[src/rtl/uart_rx.sv]
// -----------------------------------------------------------------------------
// uart_rx -- oversampling UART receiver (8N1, or 8E1 with parity compiled in).
//
// Consumes a one-cycle oversample tick from the baud generator and the raw
// serial line. It recovers frames and presents each received word with
// one-cycle status strobes. Everything runs in the i_Clk domain.
//
// Optional feature macro: UART_RX_PARITY_EN
//   defined   : an even-parity bit follows the data bits, and o_Parity_Err is live.
//   undefined : no parity bit, STOP follows DATA directly, and o_Parity_Err = 0.
//
// Ports:
//   i_Clk          system clock, rising edge
//   i_Rst          synchronous, active-high reset
//   i_Tick         oversample enable, OVERSAMPLE pulses per bit period
//   i_Rx           asynchronous serial line, idles high
//   o_Data         last received data word (LSB received first)
//   o_Valid        one-cycle strobe: o_Data holds a good frame
//   o_Frame_Err    one-cycle strobe: stop bit sampled low
//   o_Parity_Err   one-cycle strobe: parity mismatch
//   o_Busy         high whenever the receiver is not idle
//
// Output protocol: there is no ready/backpressure. o_Valid, o_Frame_Err and
// o_Parity_Err are registered, last exactly one cycle, and rise on the edge
// that also updates o_Data. o_Data then holds until the next frame completes.
// The consumer must capture o_Data within one frame time.
// -----------------------------------------------------------------------------
module uart_rx #(
  parameter int DATA_BITS  = 8,
  parameter int OVERSAMPLE = 16   // even, >= 4
) (
  input  logic                 i_Clk,
  input  logic                 i_Rst,
  input  logic                 i_Tick,
  input  logic                 i_Rx,
  output logic [DATA_BITS-1:0] o_Data,
  output logic                 o_Valid,
  output logic                 o_Frame_Err,
  output logic                 o_Parity_Err,
  output logic                 o_Busy
);

  localparam int CW = $clog2(OVERSAMPLE);
  localparam int IW = $clog2(DATA_BITS + 1);

  localparam logic [CW-1:0] CNT_MID  = CW'(OVERSAMPLE / 2 - 1);
  localparam logic [CW-1:0] CNT_END  = CW'(OVERSAMPLE - 1);
  localparam logic [IW-1:0] IDX_LAST = IW'(DATA_BITS - 1);

  typedef enum logic [2:0] {
    S_IDLE,
    S_START,
    S_DATA,
`ifdef UART_RX_PARITY_EN
    S_PARITY,
`endif
    S_STOP
  } state_e;

  state_e               state_q, state_d;
  logic [CW-1:0]        cnt_q, cnt_d;
  logic [IW-1:0]        idx_q, idx_d;
  logic                 armed_q, armed_d;
  logic [DATA_BITS-1:0] shift_q, shift_d;
  logic [DATA_BITS-1:0] data_q, data_d;
  logic                 valid_q, valid_d;
  logic                 ferr_q, ferr_d;
  logic                 rx_meta_q, rx_s_q;
`ifdef UART_RX_PARITY_EN
  logic                 par_q, par_d;
  logic                 perr_q, perr_d;
  logic                 par_bad;

  // Even parity: the XOR of the data bits and the parity bit must be 0.
  assign par_bad = ^{shift_q, par_q};
`endif

  always_comb begin
    state_d = state_q;
    cnt_d   = cnt_q;
    idx_d   = idx_q;
    armed_d = armed_q;
    shift_d = shift_q;
    data_d  = data_q;
    valid_d = 1'b0;
    ferr_d  = 1'b0;
`ifdef UART_RX_PARITY_EN
    par_d   = par_q;
    perr_d  = 1'b0;
`endif

    case (state_q)
      S_IDLE: begin
        // armed is set only after the line has been seen high. After a frame
        // error, a line held low (break) therefore cannot start a new frame.
        if (i_Tick) begin
          if (rx_s_q) begin
            armed_d = 1'b1;
          end else if (armed_q) begin
            state_d = S_START;
            cnt_d   = '0;
            armed_d = 1'b0;
          end
        end
      end

      S_START: begin
        if (i_Tick) begin
          if (cnt_q == CNT_MID) begin
            // Mid start bit: a high line means the edge was a glitch.
            cnt_d = '0;
            if (!rx_s_q) begin
              state_d = S_DATA;
              idx_d   = '0;
            end else begin
              state_d = S_IDLE;
            end
          end else begin
            cnt_d = cnt_q + CW'(1);
          end
        end
      end

      S_DATA: begin
        if (i_Tick) begin
          if (cnt_q == CNT_END) begin
            // Right shift, so the first (LSB) bit ends up at bit 0.
            cnt_d                  = '0;
            shift_d                = shift_q >> 1;
            shift_d[DATA_BITS-1]   = rx_s_q;
            idx_d                  = idx_q + IW'(1);
            if (idx_q == IDX_LAST) begin
`ifdef UART_RX_PARITY_EN
              state_d = S_PARITY;
`else
              state_d = S_STOP;
`endif
            end
          end else begin
            cnt_d = cnt_q + CW'(1);
          end
        end
      end

`ifdef UART_RX_PARITY_EN
      S_PARITY: begin
        if (i_Tick) begin
          if (cnt_q == CNT_END) begin
            cnt_d   = '0;
            par_d   = rx_s_q;
            state_d = S_STOP;
          end else begin
            cnt_d = cnt_q + CW'(1);
          end
        end
      end
`endif

      S_STOP: begin
        if (i_Tick) begin
          if (cnt_q == CNT_END) begin
            // Returning to IDLE at mid stop bit leaves half a bit of margin
            // to catch a start bit that follows immediately.
            cnt_d   = '0;
            state_d = S_IDLE;
            data_d  = shift_q;
            ferr_d  = ~rx_s_q;
`ifdef UART_RX_PARITY_EN
            perr_d  = par_bad;
            valid_d = rx_s_q & ~par_bad;
`else
            valid_d = rx_s_q;
`endif
          end else begin
            cnt_d = cnt_q + CW'(1);
          end
        end
      end

      default: begin
        state_d = S_IDLE;
      end
    endcase
  end

  always_ff @(posedge i_Clk) begin
    if (i_Rst) begin
      state_q   <= S_IDLE;
      cnt_q     <= '0;
      idx_q     <= '0;
      armed_q   <= 1'b0;
      shift_q   <= '0;
      data_q    <= '0;
      valid_q   <= 1'b0;
      ferr_q    <= 1'b0;
      rx_meta_q <= 1'b1;
      rx_s_q    <= 1'b1;
`ifdef UART_RX_PARITY_EN
      par_q     <= 1'b0;
      perr_q    <= 1'b0;
`endif
    end else begin
      state_q   <= state_d;
      cnt_q     <= cnt_d;
      idx_q     <= idx_d;
      armed_q   <= armed_d;
      shift_q   <= shift_d;
      data_q    <= data_d;
      valid_q   <= valid_d;
      ferr_q    <= ferr_d;
      rx_meta_q <= i_Rx;
      rx_s_q    <= rx_meta_q;
`ifdef UART_RX_PARITY_EN
      par_q     <= par_d;
      perr_q    <= perr_d;
`endif
    end
  end

  assign o_Data      = data_q;
  assign o_Valid     = valid_q;
  assign o_Frame_Err = ferr_q;
  assign o_Busy      = (state_q != S_IDLE);
`ifdef UART_RX_PARITY_EN
  assign o_Parity_Err = perr_q;
`else
  assign o_Parity_Err = 1'b0;
`endif

endmodule
[config.mk]
export PLATFORM = sky130hd
export DESIGN_NAME = uart_rx
export DESIGN_NICKNAME = d
export VERILOG_FILES = /design/src/rtl/uart_rx.sv
export SDC_FILE = /design/constraint.sdc
export NUM_CORES = 1
export LEC_CHECK = 0
export ABC_AREA = 1
export BUFFER_PORTS_ARGS = -buffer_cell sky130_fd_sc_hd__buf_4
export CAP_MARGIN = 10
export CORE_MARGIN = 3
export CORE_UTILIZATION = 55
export DETAILED_ROUTE_END_ITERATION = 10
export PLACE_DENSITY = 0.84
export RECOVER_POWER = 100
export SLEW_MARGIN = 15
export SYNTH_ARGS = -nofsm -noshare
export SYNTH_HDL_FRONTEND = slang
export SYNTH_SLANG_ARGS = --single-unit
[constraint.sdc]
create_clock -name i_Clk -period 1.6 [get_ports i_Clk]
set_input_delay 0.08 -clock i_Clk [delete_from_list [all_inputs] [get_ports i_Clk]]
set_output_delay 0.08 -clock i_Clk [all_outputs]
set_load 0.02 [all_outputs]
Word level (Yosys, flattened, before mapping)
Cells that the tools add are included.
{ "op_classes": {"n_addsub": 2, "eq_ne": 18, "mux": 27, "n_bitwise": 4, "reduce_logical": 12} }
{ "ops": {"columns": ["op", "n"], "rows": [
  ["4-bit two-way mux", 12],
  ["3-bit two-way mux", 10],
  ["2-bit != test (second input constant)", 11],
  ["3-bit one-hot mux with 4 select lines", 1],
  ["4-bit one-hot mux with 3 select lines", 1],
  ["6-bit AND reduction", 2],
  ["10-bit AND reduction", 1],
  ["4-bit by 1-bit adder with 4-bit output (second input constant)", 2],
  ["4-bit by 3-bit == test with 1-bit output (second input constant)", 2],
  ["4-bit one-hot mux with 2 select lines", 1],
  ["3-bit by 2-bit == test with 1-bit output (second input constant)", 2],
  ["3-bit AND reduction", 2],
  ["3-bit nonzero test", 2],
  ["4-bit == test (second input constant)", 1],
  ["1-bit NOT", 4],
  ["4-bit OR reduction", 1],
  ["3-bit by 1-bit == test with 1-bit output (second input constant)", 1],
  ["3-bit zero test", 1],
  ["2-bit two-way mux", 1],
  ["2-bit by 1-bit != test with 1-bit output (second input constant)", 1],
  ["2-bit AND reduction", 1],
  ["2-bit nonzero test", 1],
  ["2-bit OR reduction", 1],
  ["1-bit two-way mux", 1]
]} }
{ "word_totals": {"ff_bits": 32, "input_bits": 4, "output_inout_bits": 12, "elab_cells": 73} }

Logic depth before layout (Yosys ltp)
{ "depth": {"word_depth": 5, "mapped_depth": 8, "depth_no_buf": 8} }

Worst setup path after synthesis
Ideal clock, no wire load.
{ "synth_path": {"path_kind": "register to register", "startpoint": "register cnt_q[0]", "endpoint": "register data_q[0], in the netlist o_Data[0]", "setup_ps": 116, "arrival_ps": 1253, "setup_slack_ps": 231, "path_stages_with_launch": 8, "path_buffers": 1, "cell_sequence": "dfxtp_1 -> ha_1 -> nand3_2 -> nor2_2 -> nand3_1 -> buf_2 -> o21ai_0 -> nor2_1"} }
{ "synth_between": {"elab_chain_cells": 2} }
{ "synth_rtl": {"columns": ["element", "line_no", "text"], "rows": [
  ["start, declared", "61", "logic [CW-1:0] cnt_q, cnt_d;"],
  ["start signal, assigned", "204", "cnt_q <= cnt_d;"],
  ["4-bit == test", "161", "if (cnt_q == CNT_END) begin"],
  ["3-bit AND reduction (no source line)", null, null],
  ["end signal, assigned", "208", "data_q <= data_d;"],
  ["end, declared", "65", "logic [DATA_BITS-1:0] data_q, data_d;"]
]} }
No other way between the ends.
A chain may end at the register's enable or synchronous reset.

Worst setup path after layout
{ "layout_path": {"startpoint": "register cnt_q[1]", "endpoint": "register shift_q[7]"} }
{ "layout_between": {"elab_chain_cells": 2} }
{ "layout_rtl": {"columns": ["element", "line_no", "text"], "rows": [
  ["4-bit == test", "126", "if (cnt_q == CNT_END) begin"],
  ["3-bit AND reduction (no source line)", null, null],
  ["end signal, assigned", "207", "shift_q <= shift_d;"],
  ["end, declared", "64", "logic [DATA_BITS-1:0] shift_q, shift_d;"]
]} }
No other way between the ends.

==> metrics.yaml <==
sta:
  maxSlewViolCount: 0
  finalCritPeriodShare: 0.947
  max_freq_mhz: 660
  post-route-min-period_ns: 1.52
  worstMarginPinSlew_ns: 0.523
  setup_viol: 0
  worst_slack_ns: 0.0843
  setup_tns_ns: 0
  finalClockSkew_ns: 0.00761
  hold_viol_final: 0
  holdWs_ns: 0.0564
  relSlewSlack: 0.651
synthesis:
  postSynthAreaPerCell_um2: 7.28
  ys_ff_latch: 31
  synth_cell_types: 23
  yosys_warnings: 0
  syn-num-nets: 187
  synth-seq-area-share: 0.471
  syn_area_um2: 1320
  syn_inst: 181
pwr:
  leakage_nw: 0.593
  worst_ir_drop_vdd_mv: 1.00
  finalPower_mw: 1.82
  p_per_area_nw_per_um2: 1220
floorplanning:
  num_io_pins: 16
  fp.dieH_um: 54.9
  num_rows: 17
  start_util: 0.590
  die_w_um: 54.9
  core_um2: 2230
  die_area_um2: 3020
setup_path:
  cp-start-kind: "register"
  arrival_ns: 1.78
  reg2reg_depth: 8
  r2r_slack_ns: 0.08
  end_kind: "register"
  worstReg2RegEnd: "shift_q[7]$_SDFFE_PP0P_"
  crit_type: "reg -> reg"
  cp.required_ns: 1.87
  timing.rr.start: "cnt_q[1]$_SDFFE_PP0P_"
  cp_max_fo: 9
cells_and_area:
  final_util: 0.669
  antenna_cells: 0
  final_common_cell: "nor2_1"
  layout.filler_cells: 198
  multi_input_area_um2: 619
  layout-drive-gt1-share: 0.150
  layout_common_cells: "nor2_1 (40), dfxtp_1 (30), nand2_1 (24)"
  syn_to_final_growth_pct: 13.5
  seqCellArea_um2: 622
  fin_nets: 205
global_routing:
  first_global_vias: 1066
  antenna_found_initial: 0
  grt_use_total: 0.211
  grt_pass1_wl_mm: 4.40
  grt_max_degree: 21
  grt_overflow: 0
route:
  vias: 1229
  drc: 0
  routedWlPerCell_um: 11.8
  drtAntennaViolNets: 0
  routed_wl_mm: 2.70
  vias_per_cell: 5.39
  drtIter0Drc: 24
  first_pass_iters: 4
min_path:
  hp-start: "i_Tick"
  hold_end: "armed_q$_SDFFE_PP0P_"
  whs_path_depth: 2
  hold_class: "in -> reg"
run:
  cap_violations: 0
clock_tree:
  path_clk_slew_ns: 0.10
  cts_max_level: 2
  numCtsBuffers: 5
  clkSinkCount: 31
  cts-root-buf: "clkbuf_4"
  insertion_delay_ns: 0.33
  cts_buffer_depth: 2
  cts_setup_buffers: 0
  cts_tree: "done"
place:
  hpwl_mm: 1.93
  place.port_buffers: 14
  gp_congestion: 0.891
  place_ws_ns: -0.0213
run_status:
  status: "complete, no violations"
flip-flops by register name, indices dropped and copies added, names as in the netlist:
signal,cells
shift_q,8
state_q,2
o_Frame_Err,1
idx_q,4
rx_meta_q,1
cnt_q,4
o_Valid,1
armed_q,1
o_Data,8
rx_s_q,1
layer usage:
metal  GRT usage  up-vias  part of all wire
li1            -      623                 -
met1       0.236      576              0.45
met2       0.344       21              0.49
met3      0.0858        9             0.033
met4       0.105        0             0.024
met5           0        -                 0
power by group:
| group | total [mW] | internal (mW) | switching (mW) | leakage, nW |
|---|---|---|---|---|
| sequential | 0.864 | 0.811 | 0.0533 | 0.251 |
| combinational | 0.431 | 0.142 | 0.289 | 0.305 |
| clock | 0.525 | 0.257 | 0.268 | 0.0375 |
synth_stat cells:
| cell | count | area (µm²) |
|---|---|---|
| nand2_2 | 4 | 25.0 |
| nand2_1 | 24 | 90.1 |
| a311oi_1 | 1 | 8.76 |
| clkbuf_1 | 3 | 11.3 |
| a21oi_1 | 13 | 65.1 |
| or2_2 | 2 | 12.5 |
| clkinv_2 | 1 | 5.00 |
| nand3_2 | 1 | 10.0 |
| buf_4 | 2 | 15.0 |
| nor3_1 | 3 | 15.0 |
| nand4_1 | 1 | 6.26 |
| conb_1 | 1 | 3.75 |
| inv_2 | 2 | 7.51 |
| nor2_2 | 5 | 31.3 |
| o21ai_0 | 20 | 100 |
| o21ai_1 | 2 | 10.0 |
| buf_2 | 1 | 5.00 |
| inv_1 | 11 | 41.3 |
| nand3_1 | 10 | 50.1 |
| xor2_1 | 1 | 8.76 |
| nor2_1 | 40 | 150 |
| dfxtp_1 | 31 | 621 |
| ha_1 | 2 | 25.0 |
worst max-delay path, cell delays in order (launching register included):
cell and delay, ns:
dfxtp_1 0.38, ha_2 0.23, nand3_2 0.11, nor2_2 0.14, buf_4 0.14, nand2_2 0.11
inv_4 0.13, o21ai_0 0.08, a21oi_1 0.13
cell type report:
type	instances	area share
Sequential cell	31	0.416
Multi-Input combinational cell	130	0.414
Timing Repair Buffer	17	0.0611
Clock buffer	7	0.0435
Inverter	14	0.0368
Tap cell	28	0.0234
Clock inverter	1	0.00502
per-stage QoR:
stage,instances,instance area (µm²)
after floorplan,181,1320
after global placement,218,1430
after detailed placement,218,1430
after CTS,228,1530
after global routing,228,1500
final,228,1500
logic make-up (layout without fill, tap and decap cells):
logic type,after synthesis,after routing,share of synthesized area
simple gates,90,90,0.296
compound gates,36,36,0.140
flops,31,31,0.471
other cells,1,1,0.00285
xor+xnor,1,1,0.00665
buf+inv,20,39,0.0646
fa+ha+maj,2,2,0.0190
worst max-delay path by stage:
stage                                from                       to  cells after the start
CTS                 cnt_q[0]$_SDFFE_PP0P_  shift_q[7]$_SDFFE_PP0P_                      8
global placement    cnt_q[0]$_SDFFE_PP0P_   o_Data[2]$_SDFFE_PP0P_                      7
finish              cnt_q[1]$_SDFFE_PP0P_  shift_q[7]$_SDFFE_PP0P_                      8
floorplan           cnt_q[0]$_SDFFE_PP0P_   o_Data[0]$_SDFFE_PP0P_                      7
detailed placement  cnt_q[0]$_SDFFE_PP0P_   o_Data[7]$_SDFFE_PP0P_                      6
global route        cnt_q[1]$_SDFFE_PP0P_  shift_q[7]$_SDFFE_PP0P_                      8
what timing repair did:
action / CTS / global route
hold buffers: 2 / 0
setup endpoints to repair: 2 / 7
endpoints found under the hold margin: 6 / 0
gates resized for setup: 1 / 3
pin swaps: 0 / 0
gates cloned: 0 / 0
No activity file was read; power rests on OpenSTA's default activity.
